[src/rtl/seg7_scan_decoder_if.sv]
// Pin-side bundle for the 7-segment loopback decoder.
// Handshake: there is no backpressure. The monitor side (slave) watches the
// display pins continuously; frame_valid and bad_pattern are single-cycle
// valid pulses with an implicit, always-asserted ready on the consumer side,
// and digits_out/digit_valid/err_sticky are level outputs that only change
// on an acceptance edge (or on clr_err / reset).
interface seg7_scan_decoder_if #(
    parameter int NUM_DIGITS = 4
);
    logic [6:0]              seg_in;
    logic [NUM_DIGITS-1:0]   an_in;
    logic                    clr_err;
    logic [4*NUM_DIGITS-1:0] digits_out;
    logic [NUM_DIGITS-1:0]   digit_valid;
    logic                    frame_valid;
    logic                    bad_pattern;
    logic                    err_sticky;

    modport master (
        output seg_in, an_in, clr_err,
        input  digits_out, digit_valid, frame_valid, bad_pattern, err_sticky
    );

    modport slave (
        input  seg_in, an_in, clr_err,
        output digits_out, digit_valid, frame_valid, bad_pattern, err_sticky
    );
endinterface

[src/rtl/seg7_scan_decoder.sv]
// Receive-side decoder for a multiplexed active-low common-anode 7-segment
// bus. Synchronizes the pins, waits for a pattern to hold steady for
// STABLE_CYCLES samples, then converts it back into a hex nibble per digit.
module seg7_scan_decoder #(
    parameter int NUM_DIGITS    = 4,
    parameter int STABLE_CYCLES = 16
) (
    input logic              clk,
    input logic              rst,
    seg7_scan_decoder_if.slave bus
);
    localparam int W  = NUM_DIGITS + 7;
    localparam int CW = $clog2(STABLE_CYCLES + 1);
    localparam logic [CW-1:0] CNT_MAX = CW'(STABLE_CYCLES);
    localparam logic [CW-1:0] CNT_ACC = CW'(STABLE_CYCLES - 1);

    // Synchronizer stages and the previous sample; all-ones means no digit driven.
    logic [W-1:0] sync1, sync2, prev_s;
    logic [CW-1:0] cnt, cnt_next;
    logic same, accept;

    logic [NUM_DIGITS-1:0]   an, sel;
    logic [6:0]              seg;
    logic                    none_low, one_low;
    logic [4:0]              glyph;

    logic [4*NUM_DIGITS-1:0] digits_q, digits_n;
    logic [NUM_DIGITS-1:0]   valid_q, valid_n;
    logic [NUM_DIGITS-1:0]   seen_q, seen_n, mark;
    logic                    frame_q, frame_n;
    logic                    bad_q, bad_n;
    logic                    err_q, err_n;

    // Legal glyph table: {legal, nibble}; anything else returns legal=0.
    function automatic logic [4:0] glyph_decode(input logic [6:0] s);
        case (s)
            7'h40:   glyph_decode = {1'b1, 4'h0};
            7'h79:   glyph_decode = {1'b1, 4'h1};
            7'h24:   glyph_decode = {1'b1, 4'h2};
            7'h30:   glyph_decode = {1'b1, 4'h3};
            7'h19:   glyph_decode = {1'b1, 4'h4};
            7'h12:   glyph_decode = {1'b1, 4'h5};
            7'h02:   glyph_decode = {1'b1, 4'h6};
            7'h78:   glyph_decode = {1'b1, 4'h7};
            7'h00:   glyph_decode = {1'b1, 4'h8};
            7'h10:   glyph_decode = {1'b1, 4'h9};
            7'h08:   glyph_decode = {1'b1, 4'hA};
            7'h03:   glyph_decode = {1'b1, 4'hB};
            7'h46:   glyph_decode = {1'b1, 4'hC};
            7'h21:   glyph_decode = {1'b1, 4'hD};
            7'h06:   glyph_decode = {1'b1, 4'hE};
            7'h0E:   glyph_decode = {1'b1, 4'hF};
            default: glyph_decode = 5'h00;
        endcase
    endfunction

    // Two-flop synchronizer plus the one-sample history used for stability.
    always_ff @(posedge clk or posedge rst) begin
        if (rst) begin
            sync1  <= '1;
            sync2  <= '1;
            prev_s <= '1;
        end else begin
            sync1  <= {bus.an_in, bus.seg_in};
            sync2  <= sync1;
            prev_s <= sync2;
        end
    end

    // Stability counter: reload on change, saturate at STABLE_CYCLES, and
    // accept exactly on the step that lands on STABLE_CYCLES.
    always_comb begin
        same     = (sync2 == prev_s);
        cnt_next = cnt;
        if (!same) begin
            cnt_next = CW'(1);
        end else if (cnt != CNT_MAX) begin
            cnt_next = cnt + CW'(1);
        end
        accept = same && (cnt == CNT_ACC);
    end

    // Counter register.
    always_ff @(posedge clk or posedge rst) begin
        if (rst) begin
            cnt <= '0;
        end else begin
            cnt <= cnt_next;
        end
    end

    // Anode classification and glyph lookup of the current sample.
    always_comb begin
        an       = sync2[W-1:7];
        seg      = sync2[6:0];
        sel      = ~an;
        none_low = (sel == '0);
        one_low  = !none_low && ((sel & (sel - NUM_DIGITS'(1))) == '0);
        glyph    = glyph_decode(seg);
    end

    // Next output state: slot write / blank / error, seen mask and frame.
    always_comb begin
        digits_n = digits_q;
        valid_n  = valid_q;
        mark     = '0;
        frame_n  = 1'b0;
        bad_n    = 1'b0;
        if (accept && !none_low) begin
            if (!one_low) begin
                bad_n = 1'b1;
            end else if (glyph[4]) begin
                for (int i = 0; i < NUM_DIGITS; i++) begin
                    if (sel[i]) begin
                        digits_n[4*i +: 4] = glyph[3:0];
                    end
                end
                valid_n = valid_q | sel;
                mark    = sel;
            end else if (seg == 7'h7F) begin
                valid_n = valid_q & ~sel;
                mark    = sel;
            end else begin
                bad_n = 1'b1;
            end
        end
        seen_n = seen_q | mark;
        if ((mark != '0) && (&seen_n)) begin
            frame_n = 1'b1;
            seen_n  = '0;
        end
        // A new error beats a simultaneous clear.
        if (bad_n) begin
            err_n = 1'b1;
        end else if (bus.clr_err) begin
            err_n = 1'b0;
        end else begin
            err_n = err_q;
        end
    end

    // Registered outputs and seen mask.
    always_ff @(posedge clk or posedge rst) begin
        if (rst) begin
            digits_q <= '0;
            valid_q  <= '0;
            seen_q   <= '0;
            frame_q  <= 1'b0;
            bad_q    <= 1'b0;
            err_q    <= 1'b0;
        end else begin
            digits_q <= digits_n;
            valid_q  <= valid_n;
            seen_q   <= seen_n;
            frame_q  <= frame_n;
            bad_q    <= bad_n;
            err_q    <= err_n;
        end
    end

    assign bus.digits_out  = digits_q;
    assign bus.digit_valid = valid_q;
    assign bus.frame_valid = frame_q;
    assign bus.bad_pattern = bad_q;
    assign bus.err_sticky  = err_q;
endmodule
[src/flat_wrapper.sv]
// flat-port wrapper written by rule: the top's interface ports become plain ports
module seg7_scan_decoder_flat 
#(
    parameter int NUM_DIGITS    = 4,
    parameter int STABLE_CYCLES = 16
)
  (clk, rst, bus_seg_in, bus_an_in, bus_clr_err, bus_digits_out, bus_digit_valid, bus_frame_valid, bus_bad_pattern, bus_err_sticky);
  seg7_scan_decoder_if #(.NUM_DIGITS(NUM_DIGITS)) bus_i ();
  input logic clk;
  input logic rst;
  input wire logic [$bits(bus_i.seg_in)-1:0] bus_seg_in;
  input wire logic [$bits(bus_i.an_in)-1:0] bus_an_in;
  input wire logic [$bits(bus_i.clr_err)-1:0] bus_clr_err;
  output wire logic [$bits(bus_i.digits_out)-1:0] bus_digits_out;
  output wire logic [$bits(bus_i.digit_valid)-1:0] bus_digit_valid;
  output wire logic [$bits(bus_i.frame_valid)-1:0] bus_frame_valid;
  output wire logic [$bits(bus_i.bad_pattern)-1:0] bus_bad_pattern;
  output wire logic [$bits(bus_i.err_sticky)-1:0] bus_err_sticky;
  assign bus_i.seg_in = bus_seg_in;
  assign bus_i.an_in = bus_an_in;
  assign bus_i.clr_err = bus_clr_err;
  assign bus_digits_out = bus_i.digits_out;
  assign bus_digit_valid = bus_i.digit_valid;
  assign bus_frame_valid = bus_i.frame_valid;
  assign bus_bad_pattern = bus_i.bad_pattern;
  assign bus_err_sticky = bus_i.err_sticky;
  seg7_scan_decoder #(.NUM_DIGITS(NUM_DIGITS), .STABLE_CYCLES(STABLE_CYCLES)) u_core (.clk(clk), .rst(rst), .bus(bus_i));
endmodule
[config.mk]
export PLATFORM = sky130hd
export DESIGN_NAME = seg7_scan_decoder_flat
export DESIGN_NICKNAME = d
export VERILOG_FILES = /design/src/rtl/seg7_scan_decoder_if.sv /design/src/rtl/seg7_scan_decoder.sv /design/src/flat_wrapper.sv
export SDC_FILE = /design/constraint.sdc
export NUM_CORES = 1
export LEC_CHECK = 0
export ABC_AREA = 1
export BUFFER_PORTS_ARGS = -buffer_cell sky130_fd_sc_hd__buf_4
export CORE_MARGIN = 2
export CORE_UTILIZATION = 50
export CTS_BUF_LIST = sky130_fd_sc_hd__clkbuf_4 sky130_fd_sc_hd__clkbuf_8
export CTS_CLUSTER_SIZE = 10
export DETAILED_ROUTE_END_ITERATION = 10
export PLACE_DENSITY = 0.71
export SLEW_MARGIN = 25
export SYNTH_ARGS = -nofsm -noshare
export SYNTH_HDL_FRONTEND = slang
export SYNTH_SLANG_ARGS = --single-unit
[constraint.sdc]
create_clock -name clk -period 3.85 [get_ports clk]
set_clock_uncertainty 0.1 [all_clocks]
set_input_delay 0.77 -clock clk [delete_from_list [all_inputs] [get_ports clk]]
set_output_delay 0.77 -clock clk [all_outputs]
set_load 0.01 [all_outputs]
==> results.yml, run 1 <==
status:
  outcome: "completed"
sta:
  tightest_slew_ns: 0.7879
  totalNegativeSetupSlack_ns: 0
  drv_slew: 0
  setup_violations: 0
  final.hold.worst_slack_ns: 0.2536
  period_share: 0.5691
  hold_viol: 0
  max_slew_margin: 0.4740
  rsz0062_at_grt: "no"
  final.min_clock_period_ns: 2.191
  maxClockFrequency_mhz: 456.4
  timing.final.ws_setup_ns: 1.659
critical_path:
  setup.worst_path.end_class: "register"
  cp_common_cell: "nand2_1"
  criticalPathCategory: "register to register"
  r2r_slack_ns: 1.66
  timing.critical_path.cells: "inv_2 > nand2_1 > nand2_1 > nor2_1 > nand2_1 > nor2_4 > nand2_4 > nor2_8 > nand4_1 > nand2_2 > nand2_2 > nor2_4 > nor2_1"
  reg2reg_to: "u_core.seen_q[1]"
  worst_path_largest_cell_delay_ns: 0.59
  rr_worst_depth: 13
  cp_slowest_cell: "dfstp_2"
  worst-endpoint-required_ns: 3.98
  worst_r2r_startpoint: "u_core.sync2[0]"
  critPathLaunchType: "register"
  arrival_ns: 2.32
  timing.critical_path.fanout_max: 9
grt:
  grt_pass1_wl_mm: 9.335
  grt-ovfl-total: 0
  antenna_found_initial: 0
  grt_start_max_net_pins: 40
  number_of_global_route_vias_before_repair: 2008
  track_usage: 0.1986
drt:
  vias_cell: 4.781
  drt-total-wl_mm: 5.349
  ant_nets: 0
  avgRoutedWirePerCell_um: 12.89
  detailroute.via_count: 1984
  drt_first_iter_violations: 123
  drc: 0
  drt_pass1_iterations: 4
clocking:
  cts_tree: "built"
  number_of_sinks_handled_by_clock_tree_synthesis: 65
  clock_tree.buffer_depth: 2
  cts_made_buffers: 9
  postCtsSetupBuffers: 0
  post_cts.resized_instances: 0
  clk_latency_ns: 0.34
  postCtsHoldBufs: 0
  ctsHtreeMaxLevel: 3
  clock_tree.root_cell: "clkbuf_8"
  clk_transition_reported_paths_ns: 0.07
placed_design:
  gp_congestion: 0.9175
  dpl_cell_area_sq_um: 3182
  dp_slack_ns: 1.641
  placedCellCount: 399
  port_buffers: 36
  post-dp-hpwl_mm: 3.873
yosys:
  mappedNetlistNets: 310
  ys_types: 33
  synth_ff_type: "dfstp_2"
  ys_ff_latch: 65
  async_flop_share: 1.000
  ys.warnings.count: 0
  synthesis.instances: 293
  syn-mean-instance-area_sq_um: 9.706
  synth-seq-area-share: 0.5864
  cell_area_after_synthesis_sq_um: 2844
  synth_edf_count: 0
floorplan:
  chipWidth_um: 79.42
  die_height_um: 79.42
  std_cell_rows: 27
  top_level_ports: 37
  floorplan.initialDensity: 0.5165
  design.die.area_sq_um: 6308
  std_cell_core_area_sq_um: 5507
job:
  maxCapViolCount: 0
cells_and_area:
  finish.utilization: 0.6262
  final_layout_size_suffix_gt1_frac: 0.3469
  finish.instance_area_sq_um: 3448
  area.growth.synth_to_final_pct: 21.25
  antenna_fix_cells: 0
  post_layout_nonfiller_instances: 415
  layout.nets: 355
pwr:
  peakVddDrop_mv: 0.3733
  power.static_leakage_nw: 1.738
  pwr_density_cell_nw_per_um2: 453.0
  sum_of_internal_switching_and_leakage_power_mw: 1.562
worst_hold_path:
  holdCritStartpoint: "u_core.sync1[7]"
  timing.hold.worst.class: "register to register"
  hold-path-endpoint: "u_core.sync2[7]"
  min_path_cells: 0
worst max-delay path, delay by kind of cell, from the launching register on:
kind / cells / cell delay (ns)
flip-flops: 1 / 0.59
buffers and inverters: 1 / 0.06
AND/OR/NAND/NOR: 12 / 1.33
cells by family (layout without fill, tap and decap cells):
family | Yosys count | count (layout) | synth area share
buf+inv | 42 | 92 | 0.06203
simple gates | 158 | 158 | 0.2736
mux | 3 | 3 | 0.01452
flops | 65 | 65 | 0.5864
fa+ha+maj | 3 | 3 | 0.01320
compound gates | 17 | 17 | 0.03476
xor+xnor | 5 | 5 | 0.01540
layer usage:
metal / vias up / track usage / wire (um)
li1: 1018 / - / -
met1: 929 / 0.2671 / 2543
met2: 33 / 0.3008 / 2564
met3: 4 / 0.06335 / 192
met4: 0 / 0.07759 / 48
met5: - / 0 / 0
worst max-delay path by stage:
| stage | startpoint | cells past startpoint | slack [ns] | end |
|---|---|---|---|---|
| 2_1_floorplan | rst | 1 | 1.41 | asynchronous set/reset pin |
| 3_3_place_gp | u_core.sync2[0] | 13 | 1.67 | u_core.seen_q[1] |
| 3_5_place_dp | u_core.sync2[0] | 13 | 1.64 | u_core.seen_q[3] |
| 4_1_cts | u_core.sync2[0] | 13 | 1.63 | u_core.seen_q[3] |
| 5_1_grt | u_core.sync2[1] | 13 | 1.43 | u_core.seen_q[1] |
| 6_report | u_core.sync2[0] | 13 | 1.66 | u_core.seen_q[1] |
placed cells by master, fill, tap and decap left out, types with 2 or more instances in the layout:
cell type | Yosys | layout
nor2_1 | 33 | 33
o21ai_0 | 4 | 4
inv_2 | 4 | 5
o31ai_1 | 2 | 2
nand2_1 | 72 | 72
buf_4 | 1 | 37
nand2_4 | 3 | 3
nand3_1 | 9 | 9
clkbuf_8 | 0 | 9
o21ai_1 | 4 | 4
dfstp_2 | 33 | 33
xnor2_1 | 4 | 4
a21oi_1 | 4 | 4
nand2_2 | 6 | 6
ha_1 | 3 | 3
inv_1 | 35 | 34
mux2_4 | 2 | 2
clkinv_4 | 0 | 2
nand4_1 | 17 | 17
nor2_4 | 4 | 4
dfrtp_1 | 32 | 32
bufinv_16 | 0 | 4
nor2_2 | 7 | 7
Yosys cell counts (6+ instances only):
library cell,n,area [sq um]
nand2_2,6,37.54
nor2_2,7,43.79
nor2_1,33,123.9
nand3_1,9,45.04
inv_1,35,131.4
nand2_1,72,270.3
dfrtp_1,32,800.8
dfstp_2,33,867.1
nand4_1,17,106.4
registers in the layout (all words and copies together), names as in the netlist, named ones only:
signal and count:
u_core.sync2 11, u_core.bus.bad_pattern 1, u_core.cnt 5, u_core.bus.frame_valid 1, u_core.seen_q 4, u_core.sync1 11, u_core.bus.digits_out 16, u_core.bus.err_sticky 1
u_core.prev_s 11
report_power, final:
part           leakage, nW  internal, mW  total [mW]  switching, mW
sequential           0.789         0.715       0.732         0.0167
combinational        0.816        0.0249      0.0703         0.0454
clock                0.133         0.496       0.760          0.263
total                 1.74          1.24        1.56          0.326
final cells by class:
| class | instances | area (sq um) |
|---|---|---|
| repair buffers | 37 | 277.8 |
| flip-flops and latches | 65 | 1668 |
| well taps | 72 | 90.09 |
| multi-input cells | 186 | 999.7 |
| clock inverters | 7 | 142.6 |
| inverters | 39 | 146.4 |
| clock buffers | 9 | 123.9 |
| fillers | 455 | 2058 |
Note: power is estimated with default switching activity, not from simulation.
==> run 2: changes to the inputs <==
- clock period: 3.85 -> 2.1 ns (I/O delays scaled with it)
==> run 2 against run 1 <==
  * Worst hold slack worse by 0.22 ns
  * Clock-buffer cell count unchanged
  * Non-clock buffer count grew 33
  * Worst setup slack got worse by 1.6 ns
  * Final area up 9.0%
  * First-iteration DRC count is 11% higher
  * Register-to-register slack lost 1.6 ns
  * Final cell count increased by 8.2%
  * Routed wire length is 10% higher
  * Sequential power up 83%
  * Critical path type unchanged
==> results.yml, run 2 (synthesized netlist as in run 1, its figures left out) <==
clocking:
  ctsHtreeMaxLevel: 3
  clock_tree.buffer_depth: 2
  clk_transition_reported_paths_ns: 0.08
  cts_made_buffers: 9
  clock_tree.root_cell: "clkbuf_8"
  clk_latency_ns: 0.34
  number_of_sinks_handled_by_clock_tree_synthesis: 65
  postCtsHoldBufs: 0
  cts_tree: "built"
drt:
  drt-total-wl_mm: 5.904
  drt_pass1_iterations: 4
  vias_cell: 4.804
  drc: 0
  detailroute.via_count: 2157
  avgRoutedWirePerCell_um: 13.15
  drt_first_iter_violations: 137
  ant_nets: 0
grt:
  grt_start_max_net_pins: 66
  grt-ovfl-total: 0
  antenna_found_initial: 0
  grt_pass1_wl_mm: 9.508
  track_usage: 0.1970
  number_of_global_route_vias_before_repair: 2098
job:
  maxCapViolCount: 0
cells_and_area:
  final_layout_size_suffix_gt1_frac: 0.4615
  antenna_fix_cells: 0
  area.growth.synth_to_final_pct: 32.12
  layout.nets: 389
  mostFrequentLayoutCells: "buf_4, nand2_1, inv_1, dfstp_2, dfrtp_1"
  largest_register_ffs: 16
  layout_commonest_cell: "buf_4"
floorplan:
  std_cell_core_area_sq_um: 5507
  design.die.area_sq_um: 6308
  die_height_um: 79.42
  top_level_ports: 37
  floorplan.initialDensity: 0.5165
  std_cell_rows: 27
  chipWidth_um: 79.42
sta:
  totalNegativeSetupSlack_ns: 0
  drv_slew: 0
  maxClockFrequency_mhz: 479.6
  setup_violations: 0
  timing.final.ws_setup_ns: 0.01510
  final.min_clock_period_ns: 2.085
  rsz0062_at_grt: "yes"
  max_slew_margin: 0.7585
  period_share: 0.9928
  tightest_slew_ns: 0.3609
  hold_viol: 0
critical_path:
  worst_r2r_startpoint: "u_core.sync2[5]"
  timing.critical_path.fanout_max: 8
  crit_path_start: "u_core.sync2[5]"
  cp_common_cell: "nand4_1"
  rr_worst_depth: 7
  criticalPathCategory: "register to register"
  critPathLaunchType: "register"
  timing.critical_path.max_delay_family: "simple AND/OR/NAND/NOR gates"
  cp_slowest_cell: "dfstp_2"
  worst-endpoint-required_ns: 2.23
  arrival_ns: 2.22
  worstSetupPathDepth: 7
  setup.worst_path.end_class: "register"
  timing.critical_path.cells: "nor2_2 > nand4_1 > nand3_1 > nor2_4 > nand3_4 > nand4_1 > mux2_2"
  critPathBufInv: 0
  r2r_slack_ns: 0.02
  worst_path_largest_cell_delay_ns: 0.64
pwr:
  sequentialPowerShare: 0.495
  power.static_leakage_nw: 1.882
  sw_frac_of_total: 0.2378
  pwr_density_cell_nw_per_um2: 720.6
  pwr-share-clk: 0.440
  combinationalPowerShare: 0.065
  power_switching_mw: 0.6440
  p_int_mw: 2.064
  peakVddDrop_mv: 0.7101
placed_design:
  post-dp-hpwl_mm: 4.068
  dp_slack_ns: -0.04103
  gp_congestion: 0.8723
  port_buffers: 36
worst_hold_path:
  timing.hold.worst.class: "input port to asynchronous set/reset pin"
status:
  outcome: "completed"
[run 2: cell types whose count changed in the layout (fill, tap and decap cells not counted), moves of 2 or more]
cell | before | now
clkinvlp_4 | 0 | 2
buf_6 | 0 | 3
nand2_1 | 72 | 62
buf_4 | 37 | 66
nor2_1 | 33 | 23
nand2_2 | 6 | 16
nor2_2 | 7 | 14
bufinv_16 | 4 | 2
nor2_4 | 4 | 8
[run 2: worst reg2reg max path: stages, from the launching register on]
cell	delay (ns)
dfstp_2	0.64
nor2_2	0.10
nand4_1	0.14
nand3_1	0.17
nor2_4	0.22
nand3_4	0.12
nand4_1	0.16
mux2_2	0.35
[run 2: routing by layer]
layer	track usage	up-vias	share of wire
met2	0.3017	42	0.48
li1	-	1084	-
met3	0.06222	7	0.045
met1	0.2660	1024	0.46
met4	0.06724	0	0.012
met5	0	-	0
[run 2: power by group through the flow]
| stage | clock [mW] | combinational, mW | sequential (mW) |
|---|---|---|---|
| 3_3_place_gp | 0 | 0.144 | 1.36 |
| 3_5_place_dp | 0 | 0.145 | 1.36 |
| 5_1_grt | 1.28 | 0.194 | 1.34 |
| 2_1_floorplan | 0 | 0.0997 | 1.35 |
| 6_report | 1.19 | 0.175 | 1.34 |
| 4_1_cts | 1.22 | 0.156 | 1.34 |
[run 2: layout make-up]
| cell class | instances | area (sq um) |
|---|---|---|
| Multi-Input combinational cell | 187 | 1076 |
| Clock inverter | 7 | 103.9 |
| Sequential cell | 65 | 1668 |
| Clock buffer | 9 | 123.9 |
| Timing Repair Buffer | 70 | 549.3 |
| Fill cell | 440 | 1749 |
| Inverter | 39 | 146.4 |
| Tap cell | 72 | 90.09 |
[run 2: worst max-delay path by stage]
stage	to	slack [ns]
floorplan	asynchronous set/reset pin	0.008
global placement	register	-0.02
detailed placement	u_core.seen_q[3]	-0.04
CTS	u_core.seen_q[3]	-0.009
global route	u_core.seen_q[3]	-0.11
finish	register	0.02
[run 2: repair_timing]
item | in CTS | in global routing
buffers inserted | 6 | 8
pin swaps | 7 | 9
resized for setup | 4 | 24
gates cloned | 1 | 0
setup endpoints to repair | 7 | 21
[run 2: through the flow]
| step | instance area (sq um) | util | power, mW | std cells | hold WS [ns] |
|---|---|---|---|---|---|
| 2_1_floorplan | 2844 | - | 1.449 | 293 | 0.2452 |
| 3_3_place_gp | 3337 | 0.6060 | 1.506 | 418 | 0.2463 |
| 3_5_place_dp | 3337 | 0.6060 | 1.508 | 418 | 0.2472 |
| 4_1_cts | 3631 | 0.6594 | 2.712 | 441 | 0.05256 |
| 5_1_grt | 3757 | 0.6823 | 2.813 | 449 | 0.05758 |
| 6_report | 3757 | 0.6823 | 2.708 | 449 | 0.03728 |
==> run 3: changes to the inputs <==
- CORE_UTILIZATION: 50 -> 55
- PLACE_DENSITY: 0.71 -> 0.76
==> run 3 against run 2 <==
  * Final cell count increased by 1.1%
  * Largest power group unchanged
  * Sequential share of layout area decreased by 0.86 points
  * Die area decreased by 8.6%
  * Clock power decreased by 12%
  * Combinational power increased by 12%
  * Global-route usage increased by 3.1 points
  * Highest routed layer unchanged
  * Final area increased by 2.0%
  * Worst setup slack got worse by 0.12 ns
  * Flip-flop and latch count unchanged
  * The flow now finishes with violations (setup timing)
==> results.yml, run 3 (synthesized netlist as in run 1, its figures left out) <==
status:
  outcome: "complete, but fails checks"
  violations: "setup timing"
clocking:
  postCtsHoldBufs: 0
  clk_transition_reported_paths_ns: 0.07
  clock_tree.buffer_depth: 2
  cts_made_buffers: 9
  number_of_sinks_handled_by_clock_tree_synthesis: 65
  cts_tree: "built"
  ctsHtreeMaxLevel: 3
  clock_tree.root_cell: "clkbuf_8"
  clk_latency_ns: 0.34
cells_and_area:
  post_layout_nonfiller_instances: 454
  layout_commonest_cell: "buf_4"
  layout.filler_cells: 352
  final_layout_size_suffix_gt1_frac: 0.4896
  area.growth.synth_to_final_pct: 34.71
  layout.nets: 396
  finish.instance_area_sq_um: 3831
  mostFrequentLayoutCells: "buf_4, nand2_1, inv_1"
  antenna_fix_cells: 0
  largest_register_ffs: 16
critical_path:
  worst_path_largest_cell_delay_ns: 0.61
  critPathBufInv: 1
  cp_slowest_cell: "dfstp_2"
  setup.worst_path.end_class: "register"
  worst-endpoint-required_ns: 2.22
  reg2reg_to: "u_core.seen_q[3]"
  critPathLaunchType: "register"
  timing.critical_path.cells: "buf_4 > nand2_1 > nor3_1 > nand4_1 > nand3_4 > nand4_1 > nand2_2 > nand3_2 > nor2_4 > nor2_1"
  r2r_slack_ns: -0.11
  timing.critical_path.fanout_max: 6
  criticalPathCategory: "register to register"
  rr_worst_depth: 10
  timing.critical_path.max_delay_family: "simple AND/OR/NAND/NOR gates"
  worst_r2r_startpoint: "u_core.sync2[2]"
  cp_common_cell: "nand4_1"
  arrival_ns: 2.33
placed_design:
  dpl_cell_area_sq_um: 3349
  dp_slack_ns: -0.09371
  port_buffers: 36
  post-dp-hpwl_mm: 4.071
  placedCellCount: 418
  gp_congestion: 0.9111
sta:
  hold_viol: 0
  period_share: 1.051
  max_slew_margin: 0.7106
  final.min_clock_period_ns: 2.207
  rsz0062_at_grt: "yes"
  setup_violations: 7
  timing.final.ws_setup_ns: -0.1075
  tightest_slew_ns: 0.4325
  maxClockFrequency_mhz: 453.0
  drv_slew: 0
floorplan:
  design.die.area_sq_um: 5762
  std_cell_rows: 26
  floorplan.initialDensity: 0.5640
  std_cell_core_area_sq_um: 5042
  top_level_ports: 37
  chipWidth_um: 75.91
  die_height_um: 75.91
pwr:
  peakVddDrop_mv: 0.5463
  pwr_density_cell_nw_per_um2: 674.5
  power.static_leakage_nw: 1.926
  sum_of_internal_switching_and_leakage_power_mw: 2.584
drt:
  avgRoutedWirePerCell_um: 14.22
  drt_pass1_iterations: 4
  detailroute.via_count: 2346
  drt_first_iter_violations: 125
  drt-total-wl_mm: 6.457
  vias_cell: 5.167
  drc: 0
  ant_nets: 0
job:
  maxCapViolCount: 0
grt:
  grt_pass1_wl_mm: 10.18
  number_of_global_route_vias_before_repair: 2210
  track_usage: 0.2276
  grt_start_max_net_pins: 66
  grt-ovfl-total: 0
  antenna_found_initial: 0
worst_hold_path:
  timing.hold.worst.class: "input port to asynchronous set/reset pin"
run 3: cell count changes in the layout (fill, tap and decap cells not counted), sizes merged:
cell / delta
bufinv: -1
buf: +7
inv: -1
clkbuf: +2
run 3: power breakdown:
| group | total, mW | internal (mW) | leakage [nW] | switching [mW] |
|---|---|---|---|---|
| logic | 0.196 | 0.0806 | 1.04 | 0.116 |
| registers | 1.33 | 1.31 | 0.789 | 0.0238 |
| clock network | 1.05 | 0.589 | 0.0987 | 0.464 |
| total | 2.58 | 1.98 | 1.93 | 0.603 |
run 3: layout make-up:
cell class / count / area (sq um) / share of cell area
sequential: 65 / 1668 / 0.4353
tap: 70 / 87.58 / 0.02286
inverter: 39 / 146.4 / 0.03821
multi-input combinational: 187 / 1127 / 0.2943
clock inverter: 5 / 55.05 / 0.01437
clock buffer: 11 / 145.1 / 0.03788
timing repair buffer: 77 / 601.8 / 0.1571
run 3: layer usage:
metal	vias up	track usage	wire, um
met4	0	0.1091	71
met5	-	0	0
met1	1150	0.2973	2715
met3	8	0.05238	444
li1	1101	-	-
met2	87	0.3625	3225
run 3: worst max-delay path by stage:
stage / startpoint / depth (start not counted) / slack, ns / endpoint
6_report: u_core.sync2[2] / 10 / -0.11 / u_core.seen_q[3]
2_1_floorplan: rst / 1 / 0.008 / asynchronous set/reset pin
3_5_place_dp: u_core.sync2[4] / 13 / -0.09 / u_core.seen_q[1]
5_1_grt: u_core.sync2[6] / 13 / -0.22 / u_core.seen_q[3]
4_1_cts: u_core.sync2[5] / 13 / -0.02 / u_core.seen_q[0]
3_3_place_gp: u_core.sync2[4] / 13 / -0.02 / u_core.seen_q[2]
run 3: stage by stage:
step,setup TNS (ns),util,hold WS (ns)
after floorplan,0,-,0.2452
after global placement,-0.08542,0.6643,0.2454
after detailed placement,-0.4373,0.6643,0.2472
after CTS,-0.07402,0.7261,0.06735
after global routing,-1.900,0.7598,0.06403
final,-0.4681,0.7598,0.04618
run 3: repair_timing:
| action | 4_1_cts | 5_1_grt |
|---|---|---|
| gates resized for setup | 4 | 36 |
| pin swaps | 8 | 16 |
| gates cloned | 1 | 0 |
| setup endpoints to repair | 10 | 24 |
| setup buffers | 12 | 10 |
run 3: worst register-to-register path: stages, from the launching register on:
cell and delay, ns:
dfstp_2 0.61, buf_4 0.14, nand2_1 0.05, nor3_1 0.18, nand4_1 0.20, nand3_4 0.16, nand4_1 0.17, nand2_2 0.15
nand3_2 0.10, nor2_4 0.16, nor2_1 0.07
